$ cat src/rtl/cnn_pkg.sv
// rtl/cnn_pkg.sv - shared types and defaults for the feature window receiver
package cnn_pkg;

  typedef enum logic [1:0] {
    RX_IDLE = 2'd0,
    RX_RECV = 2'd1,
    RX_DONE = 2'd2
  } rx_state_e;

  localparam int CNN_IMG_W  = 28;
  localparam int CNN_IMG_H  = 28;
  localparam int CNN_DATA_W = 8;
  localparam int WIN_DIM    = 3;
  localparam int WIN_ELEMS  = WIN_DIM * WIN_DIM;

  // LSB of window element (r,c); r=0 is the oldest row, c=0 the leftmost column
  function automatic int win_lsb(input int r, input int c, input int w);
    return (r * WIN_DIM + c) * w;
  endfunction

endpackage

$ cat src/rtl/feature_line_shift.sv
// rtl/feature_line_shift.sv - DEPTH x DATA_W shift buffer, advances only on shift_en
module feature_line_shift #(
  parameter int DEPTH  = 28,
  parameter int DATA_W = 8
) (
  input  logic              clk,
  input  logic              rst,
  input  logic              shift_en,
  input  logic [DATA_W-1:0] din,
  output logic [DATA_W-1:0] dout
);

  logic [DATA_W-1:0] mem_q [DEPTH];
  logic [DATA_W-1:0] mem_d [DEPTH];

  always_comb begin
    mem_d = mem_q;
    if (shift_en) begin
      mem_d[0] = din;
      for (int i = 1; i < DEPTH; i++) begin
        mem_d[i] = mem_q[i-1];
      end
    end
  end

  always_ff @(posedge clk or negedge rst) begin
    if (!rst) begin
      for (int i = 0; i < DEPTH; i++) begin
        mem_q[i] <= '0;
      end
    end else begin
      mem_q <= mem_d;
    end
  end

  // Oldest entry is the pixel exactly DEPTH accepted beats ago
  assign dout = mem_q[DEPTH-1];

endmodule

$ cat src/rtl/feature_window_rx.sv
// rtl/feature_window_rx.sv - raster feature receiver emitting 3x3 windows; FEATURE_DROP_CNT_EN adds drop_cnt
module feature_window_rx
  import cnn_pkg::*;
#(
  parameter int IMG_W  = CNN_IMG_W,
  parameter int IMG_H  = CNN_IMG_H,
  parameter int DATA_W = CNN_DATA_W
) (
  input  logic                          clk,
  input  logic                          rst,
  input  logic                          feature_valid,
  input  logic [DATA_W-1:0]             feature_in,
  output logic                          hold_data,
  output logic                          win_valid,
  output logic [WIN_ELEMS*DATA_W-1:0]   win_data,
  output logic                          frame_done
`ifdef FEATURE_DROP_CNT_EN
  ,
  output logic [7:0]                    drop_cnt
`endif
);

  localparam int CW = $clog2(IMG_W);
  localparam int RW = $clog2(IMG_H);

  localparam logic [1:0] ST_IDLE = RX_IDLE;
  localparam logic [1:0] ST_RECV = RX_RECV;
  localparam logic [1:0] ST_DONE = RX_DONE;

  logic [1:0]                  state_q, state_d;
  logic [CW-1:0]               col_q, col_d;
  logic [RW-1:0]               row_q, row_d;
  logic                        hold_q, hold_d;
  logic                        win_valid_q, win_valid_d;
  logic [WIN_ELEMS*DATA_W-1:0] win_data_q, win_data_d;
  logic [DATA_W-1:0]           tap_q [WIN_DIM][WIN_DIM];
  logic [DATA_W-1:0]           tap_d [WIN_DIM][WIN_DIM];
  logic [DATA_W-1:0]           lb1_dout, lb2_dout;
  logic                        accept, last_pix;

  assign accept   = feature_valid && (state_q != ST_DONE);
  assign last_pix = (row_q == RW'(IMG_H-1)) && (col_q == CW'(IMG_W-1));

  feature_line_shift #(.DEPTH(IMG_W), .DATA_W(DATA_W)) u_row1 (
    .clk      (clk),
    .rst      (rst),
    .shift_en (accept),
    .din      (feature_in),
    .dout     (lb1_dout)
  );

  feature_line_shift #(.DEPTH(IMG_W), .DATA_W(DATA_W)) u_row2 (
    .clk      (clk),
    .rst      (rst),
    .shift_en (accept),
    .din      (lb1_dout),
    .dout     (lb2_dout)
  );

  always_comb begin
    state_d     = state_q;
    col_d       = col_q;
    row_d       = row_q;
    hold_d      = hold_q;
    tap_d       = tap_q;
    win_valid_d = 1'b0;
    win_data_d  = win_data_q;
    if (accept) begin
      // Column taps slide left; the new column is (row-2, row-1, current) at c=2
      for (int r = 0; r < WIN_DIM; r++) begin
        tap_d[r][0] = tap_q[r][1];
        tap_d[r][1] = tap_q[r][2];
      end
      tap_d[0][2] = lb2_dout;
      tap_d[1][2] = lb1_dout;
      tap_d[2][2] = feature_in;
      win_valid_d = (row_q >= RW'(2)) && (col_q >= CW'(2));
      if (last_pix) begin
        state_d = ST_DONE;
        hold_d  = 1'b1;
        col_d   = '0;
        row_d   = '0;
      end else begin
        state_d = ST_RECV;
        if (col_q == CW'(IMG_W-1)) begin
          col_d = '0;
          row_d = row_q + RW'(1);
        end else begin
          col_d = col_q + CW'(1);
        end
      end
    end
    if (win_valid_d) begin
      for (int r = 0; r < WIN_DIM; r++) begin
        for (int c = 0; c < WIN_DIM; c++) begin
          win_data_d[win_lsb(r, c, DATA_W) +: DATA_W] = tap_d[r][c];
        end
      end
    end
  end

  always_ff @(posedge clk or negedge rst) begin
    if (!rst) begin
      state_q     <= ST_IDLE;
      col_q       <= '0;
      row_q       <= '0;
      hold_q      <= 1'b0;
      win_valid_q <= 1'b0;
      win_data_q  <= '0;
      for (int r = 0; r < WIN_DIM; r++) begin
        for (int c = 0; c < WIN_DIM; c++) begin
          tap_q[r][c] <= '0;
        end
      end
    end else begin
      state_q     <= state_d;
      col_q       <= col_d;
      row_q       <= row_d;
      hold_q      <= hold_d;
      win_valid_q <= win_valid_d;
      win_data_q  <= win_data_d;
      tap_q       <= tap_d;
    end
  end

  assign hold_data  = hold_q;
  assign win_valid  = win_valid_q;
  assign win_data   = win_data_q;
  assign frame_done = (state_q == ST_DONE);

`ifdef FEATURE_DROP_CNT_EN
  logic [7:0] drop_q, drop_d;

  always_comb begin
    drop_d = drop_q;
    if (feature_valid && (state_q == ST_DONE) && (drop_q != 8'hFF)) begin
      drop_d = drop_q + 8'd1;
    end
  end

  always_ff @(posedge clk or negedge rst) begin
    if (!rst) begin
      drop_q <= 8'd0;
    end else begin
      drop_q <= drop_d;
    end
  end

  assign drop_cnt = drop_q;
`endif

endmodule

$ cat config.mk
export PLATFORM = sky130hd
export DESIGN_NAME = feature_window_rx
export DESIGN_NICKNAME = d
export VERILOG_FILES = /design/src/rtl/cnn_pkg.sv /design/src/rtl/feature_line_shift.sv /design/src/rtl/feature_window_rx.sv
export SDC_FILE = /design/constraint.sdc
export NUM_CORES = 1
export LEC_CHECK = 0
export CAP_MARGIN = 5
export CORE_UTILIZATION = 65
export DETAILED_ROUTE_END_ITERATION = 8
export GPL_ROUTABILITY_DRIVEN = 0
export MAX_ROUTING_LAYER = met4
export PLACE_DENSITY = 0.95
export SLEW_MARGIN = 0
export SYNTH_ARGS = -nofsm -noshare
export SYNTH_HDL_FRONTEND = slang
export SYNTH_SLANG_ARGS = --single-unit
export TNS_END_PERCENT = 30
$ cat constraint.sdc
create_clock -name clk -period 5.8 [get_ports clk]
set_input_delay 0.58 -clock clk [delete_from_list [all_inputs] [get_ports clk]]
set_output_delay 0.58 -clock clk [all_outputs]
set_load 0.03 [all_outputs]
[Word-level counts from Yosys, hierarchy flattened]
Index checks and enable logic that the tools add are counted.
Word-level totals
  flip-flop bits (word level): 606
  bits of input ports: 11
  output and inout port bits: 75
  logic and storage cells: 92
Operators by class
  $add $sub $neg: 2
  $lt $le $gt $ge: 2
  equal/unequal tests: 4
  muxes and demuxes: 7
  reductions and logical operators: 6
Operator list (count)
  $mux W72: 1
  $mux W5: 4
  $add A5 B1 Y5 const B: 2
  $eq A5 B5 Y1 const B: 2
  $ge A5 B2 Y1 const B: 2
  $reduce_and A2 Y1: 2
  $logic_and A1 B1 Y1: 3
  $eq A2 B2 Y1 const B: 1
  $mux W2: 1
  $ne A2 B2 Y1 const B: 1
  $reduce_bool A2 Y1: 1
  $mux W1: 1

[Depth between registers and ports, before layout]
  depth in word-level cells: 4
  gate-level depth with buffers: 8
  depth with buffers taken out: 6

[Modules after synthesis]
A second synthesis with hierarchy kept.
Unflattened totals
  cells, all modules: 1390
  area, all modules: 23601.4 sq um
By module, submodules not included
  feature_line_shift: times used 2, cells each 481, area an instance 9032.4 sq um, seq. area each 5605.4 sq um
  feature_window_rx: times used 1, cells each 428, area an instance 5536.6 sq um, seq. area each 3353.2 sq um

[Worst setup path before layout]
OpenSTA, ideal clock, no wires.
  path type: register to register
  from: register col_q[0]
  to: register win_data_q[10], in the netlist win_data[10]
  setup time: 125 ps
  arrival: 1748 ps
  data required time: 5675 ps
  path slack: 3927 ps
  cell stages (with the launch flop): 9
  path buffers: 2
  period minus slack after synthesis: 1873 ps
  cells stage by stage: dfrtp_1 -> inv_1 -> ha_1 -> or4_4 -> nor2_2 -> nor3_1 -> buf_6 -> buf_12 -> mux2_4
Between the ends
  longest elaborated chain between the ends: 3
RTL lines
  from (decl): RTL line feature_window_rx.sv:31  | logic [CW-1:0] col_q, col_d;
  from (signal assigned): RTL line feature_window_rx.sv:117  | col_q <= col_d;
  $ge A5 B2 Y1: RTL line feature_window_rx.sv:77  | win_valid_d = (row_q >= RW'(2)) && (col_q >= CW'(2));
  $logic_and A1 B1 Y1: RTL line feature_window_rx.sv:77
  $mux W1: RTL line feature_window_rx.sv:68  | if (accept) begin
  to (signal assigned): RTL line feature_window_rx.sv:121  | win_data_q <= win_data_d;
  to (decl): RTL line feature_window_rx.sv:35  | logic [WIN_ELEMS*DATA_W-1:0] win_data_q, win_data_d;
No other way between the ends.
A chain may end at the register's enable or synchronous reset.

[Final worst setup path]
  from: register state_q[0]
  to: register win_data_q[44], in the netlist win_data[44]
Between the ends
  longest elaborated chain between the ends: 3
  elaborated cells between the ends (all ways): 4
  those cells by class: 1 x eq/ne; 2 x mux; 1 x reduce/logical
RTL lines
  from (decl): RTL line feature_window_rx.sv:30  | logic [1:0] state_q, state_d;
  from (signal assigned): RTL line feature_window_rx.sv:116  | state_q <= state_d;
  $ne A2 B2 Y1 *: RTL line feature_window_rx.sv:41  | assign accept = feature_valid && (state_q != ST_DONE);
  $logic_and A1 B1 Y1 *: RTL line feature_window_rx.sv:41
  $mux W72 / $mux W1 (equally long branches): RTL line feature_window_rx.sv:68
Mark *: on every way between the ends. The rest lies on a longest branch, timed or not.

==> results.ini <==
[global_routing]
grt_pass1_wl_mm=92.76
grt_max_degree=193
globalRouteOverflowTotal=0
grt_pass1_vias=17450
antenna_found_initial=1
grt_util_all_layers_pct=34.78

[floorplanning]
dieArea_sq_mm=0.03474
io_pins=86
rows=67
initial_core_util_pct=65.91
core_sq_mm=0.03353
die_w_microns=186.4
fp.dieH_microns=186.4

[power]
totalPowerFinal_mw=8.916
ir_drop_mv=0.2138
p_leak_nw=13.94
powerDensity_mw_per_mm2=358.6

[routing]
dr.pass1.iters=8
post_drt_via_cell_ratio=6.016
first_iter_violations=2491
wirelength_mm=57.10
vias=16980
antenna_left=0
wl_per_cell_microns=20.23
post-route-drc-count=0

[cells_and_area]
fin_nets=2348
final_common_cell=nand2_1
final_cell_mix=1,479 x nand2_1, 582 x dfrtp_1, 84 x clkdlybuf4s50_1, 69 x mux2_4, 53 x clkbuf_16
area_delta_synth_final_pct=12.51
layout-drive-gt1-share_pct=7.372

[yosys]
yosysUniqueCellTypes=33
synth_flop_cell=dfrtp_1
postSynthCellCount=2303
synth_edf_count=0
netlist_area_sq_mm=0.02210
ys_seq_elements=582
ys_seq_area_share_pct=65.90
async_flop_share_pct=100.0
yosys_warnings=0
syn-num-nets=2318
synth_area_per_cell_sq_um=9.596

[sta]
max_freq_mhz=367.5
rsz0062_at_grt=false
hold_viol_final=0
fin_tns_setup_ns=0
clock_skew_ns=0.01186
tightest_slew_ns=1.124
slew_headroom_pct=25.08
min_period_over_period_pct=46.91
final-setup-viol-count=0
hold_slack_ns=0.05129
min_period_ns=2.721
maxSlewViolCount=0

[setup_path]
worstSetupPathType=flop to flop
arrival_ns=3.17
critPathRequiredTime_ns=6.25
critPathLaunchType=flop
path_max_fanout=98
endpoint_kind=flop

[clock_network]
worstSkewPairLatency_ns=0.57
cts-htree-levels=2
tritoncts=built
post_cts_buffers=0
clock-sinks=582
holdBufCountCts=0
post_cts_resized=0
clk_pin_slew_ns=0.07
cts.path.max_buffers=3
cts-root-buf=clkbuf_16
numCtsBuffers=52

[placed_design]
io_buffers=85
place_hpwl_mm=26.70

[min_path]
min_path_type=input pin to asynchronous set/reset pin

[status]
status=completed

[flow_run]
maxCapViolCount=0

[worst max-delay path, stage by stage (launching register included)]
cell and delay, ns:
dfrtp_1 0.37, nand2b_1 0.32, nand2_8 0.37, nor3_2 0.38, buf_4 0.74, mux2_4 0.37
[area by class of cell]
type                    count  area, sq um
clock buffers              79         1584
well taps                 448        560.5
flip-flops and latches    582        14560
inverters                   4        15.01
diodes                      1        2.502
multi-input cells        1594         6957
fillers                  1688         8667
clock inverters            16        171.4
repair buffers             99         1011
[cell usage after synthesis, drive strengths merged, types with 2 or more instances]
| cell type | n | area share [%] |
|---|---|---|
| nand2 | 1480 | 25 |
| dfrtp | 582 | 66 |
| clkbuf | 104 | 1.8 |
| mux2 | 74 | 4.9 |
| buf | 19 | 0.88 |
| o21ai | 9 | 0.20 |
| ha | 4 | 0.23 |
| inv | 4 | 0.068 |
| nand3 | 3 | 0.068 |
| nor3 | 3 | 0.091 |
| and4b | 2 | 0.091 |
| nand2b | 2 | 0.057 |
| nand4 | 2 | 0.057 |
| nor2b | 2 | 0.057 |
| or3 | 2 | 0.057 |
[power by group]
part	switching [mW]	total (mW)	internal [mW]	leakage, nW
clock	1.53	3.55	2.02	0.867
combinational	0.509	0.730	0.222	5.10
sequential	0.261	4.63	4.37	7.97
total	2.30	8.92	6.61	13.9
[logic make-up (layout without fill, tap and decap cells)]
group	after synthesis	in the layout	share of synthesized area [%]
compound gates	15	15	0.3963
fa+ha+maj	4	4	0.2265
buf+inv	127	198	2.717
flops	582	582	65.90
mux	74	74	4.943
other cells	0	1	0
simple gates	1501	1501	25.82
[stage by stage]
step / util, % / cell area, sq um / setup slack (ns) / std cells
after global placement: 68.91 / 23110 / 2.676 / 2727
after detailed placement: 68.91 / 23110 / 2.615 / 2727
after global routing: 74.15 / 24870 / 2.926 / 2823
after floorplan: - / 22100 / 3.927 / 2303
after CTS: 74.15 / 24860 / 3.106 / 2822
final: 74.15 / 24870 / 3.079 / 2823
[registers in the layout (all words and copies together), names as in the netlist]
signal / flops
col_q: 5
hold_data: 1
row_q: 5
state_q: 2
tap_q: 48
u_row1.dout: 8
u_row1.mem_q: 216
u_row2.dout: 8
u_row2.mem_q: 216
win_data: 72
win_valid: 1
[metal layers]
layer	global-route usage, %	up-vias	wire length [microns]
li1	-	7053	-
met1	42.04	8419	20760
met2	56.72	1204	28880
met3	6.395	307	4375
met4	17.16	0	3086
met5	-	-	0
[final timing paths]
path / start / end / slack (ns) / cells past startpoint
min in group clk: u_row1.mem_q[98]$_DFFE_PN0P_ / u_row1.mem_q[90]$_DFFE_PN0P_ / 0.46 / 2
min reg2reg: u_row1.mem_q[98]$_DFFE_PN0P_ / u_row1.mem_q[90]$_DFFE_PN0P_ / 0.46 / 2
max: state_q[0]$_DFFE_PN0P_ / win_data[44]$_DFFE_PN0P_ / 3.08 / 5
max in group asynchronous: rst / u_row1.mem_q[76]$_DFFE_PN0P_ / 4.18 / 2
max reg2reg: state_q[0]$_DFFE_PN0P_ / win_data[44]$_DFFE_PN0P_ / 3.08 / 5
min: rst / win_data[8]$_DFFE_PN0P_ / 0.05 / 1
No activity file was read; power rests on OpenSTA's default activity.
==> RTL edit: new RTL, same flow settings <==
Register the output `win_data` once more, cleared by the reset; this adds one clock of latency there. The other outputs are not delayed to match.
--- a/src/rtl/feature_window_rx.sv
+++ b/src/rtl/feature_window_rx.sv
@@ -126,5 +126,11 @@
   assign hold_data  = hold_q;
   assign win_valid  = win_valid_q;
-  assign win_data   = win_data_q;
+  always_ff @(posedge clk or negedge rst) begin
+    if (!rst) begin
+      win_data <= '0;
+    end else begin
+      win_data <= win_data_q;
+    end
+  end
   assign frame_done = (state_q == ST_DONE);
 
Formal check against the unedited RTL: no difference found for any inputs over 4 cycles, from zero or initial values and one cycle with rst low; that may be too few to reach the edited logic, so the function may still have changed.
==> RTL edit against the unedited design <==
  * Routed wire length increased by 1.3%
  * Maximum frequency decreased by 12%
  * Cell area increased by 8.1%
  * Sequential power increased by 11%
  * Area after synthesis increased by 8.2%
  * Clock skew increased by 0.0067 ns
  * Total power increased by 11%
  * Sequential cell count increased by 72
  * Largest cell class unchanged
  * Critical endpoint is now u_row2.mem_q[24]$_DFFE_PN0P_
  * Synthesized cell count increased by 3.1%
  * Setup slack got worse by 0.37 ns
  * Critical path depth unchanged
  * Count of clock-buffer cells in the layout unchanged
==> RTL edit: results (changes against the unedited design) <==
stage	metric	value	unit	change
layout	Seq/total area	0.609		was 0.586
layout	ant diodes	0		was 1
power_and_ir_drop	peak supply drop	0.222	mV	was 0.214 mV
logic_synthesis	Seq/Total Area, Yosys	0.685		was 0.659
layout	multi-input combinational area share	0.259		was 0.280
place	worst slack at placement	2.40	ns	was 2.61 ns
layout	fill cell count	1773		was 1688
drt	DR pass1 iterations	9		was 8
timing	max_slew headroom	0.232		was 0.251
layout	layout cells sized above 1	0.0715		was 0.0737
place	placed cells	2808		was 2727
grt	most used routing layer	met2		unchanged
logic_synthesis	Area contributors post-synth	dfrtp_1, nand2_1, mux2_4		unchanged
drt	starting DRC count in detailed routing	2266		was 2491
grt	met3 usage	0.0564		was 0.0639
place	hpwl dp	27800	um	was 26700 um
drt	final WL	57800	um	was 57100 um
place	dpl cell area	24900	um^2	was 23100 um^2
grt	GRT Total Usage	0.323		was 0.348
logic_synthesis	Yosys warnings	0		unchanged
setup_path	WP data arrival	3.62	ns	was 3.17 ns
drt	met1 wire length	20600	um	was 20800 um
setup_path	RR Endpoint	u_row2.mem_q[24]$_DFFE_PN0P_		was win_data[44]$_DFFE_PN0P_
power_and_ir_drop	P_clk	4.01	mW	was 3.55 mW
power_and_ir_drop	Lkg Pwr	15.0	nW	was 13.9 nW
power_and_ir_drop	P_int	7.43	mW	was 6.61 mW
clock_network	Worst-Skew Late Latency	0.61	ns	was 0.57 ns
floorplan	# Taps	461		was 448
run_status	status	finished, final reports clean		unchanged
timing	Tcrit/Tclk final	0.533		was 0.469
timing	Worst Skew	0.0186	ns	was 0.0119 ns
drt	met2 wire length	29800	um	was 28900 um
grt	grt met2 use	0.543		was 0.567
logic_synthesis	Synth Area per Inst	10.1	um^2	was 9.60 um^2
drt	DR vias	17100		was 17000
layout	Final clock-cell share	0.0723		was 0.0706
power_and_ir_drop	Power Combinational	0.718	mW	was 0.730 mW
setup_path	CP max FO	185		was 98
clock_network	CTS buffer count	57		was 52
grt	largest net degree at the start of global routing	222		was 193
logic_synthesis	synth cell count leaders	nand2_1, dfrtp_1, clkbuf_1		unchanged
grt	first-pass GRT wire length	92600	um	was 92800 um
drt	met3 routed WL	4020	um	was 4380 um
grt	M1 GR Usage	0.372		was 0.420
layout	nonclk buf count	95		was 99
[RTL edit: cell families (layout without fill, tap and decap cells)]
kind of cell               after synthesis  in the layout  share of synthesized area
buffers and inverters                  127            201                     0.0251
adders and majority gates                4              4                    0.00209
muxes                                   74             74                     0.0457
DFF                                    654            654                      0.685
AOI/OAI and AO/OA                       15             15                    0.00366
and+or+nand+nor                       1501           1501                      0.239
[RTL edit: per-stage QoR]
stage / utilization / total power [mW] / hold WS [ns]
floorplan: - / 5.55 / 0.284
global placement: 0.694 / 5.76 / 0.358
detailed placement: 0.694 / 5.85 / 0.367
CTS: 0.748 / 9.87 / 0.144
global route: 0.748 / 10.2 / 0.168
finish: 0.748 / 9.88 / 0.109
[RTL edit: critical path, cell delays in order (launching register included)]
cell and delay, ns:
dfrtp_1 0.40, nand2b_1 0.29, nand2_8 0.82, buf_4 0.93
nand2_1 0.24, nand2_1 0.14
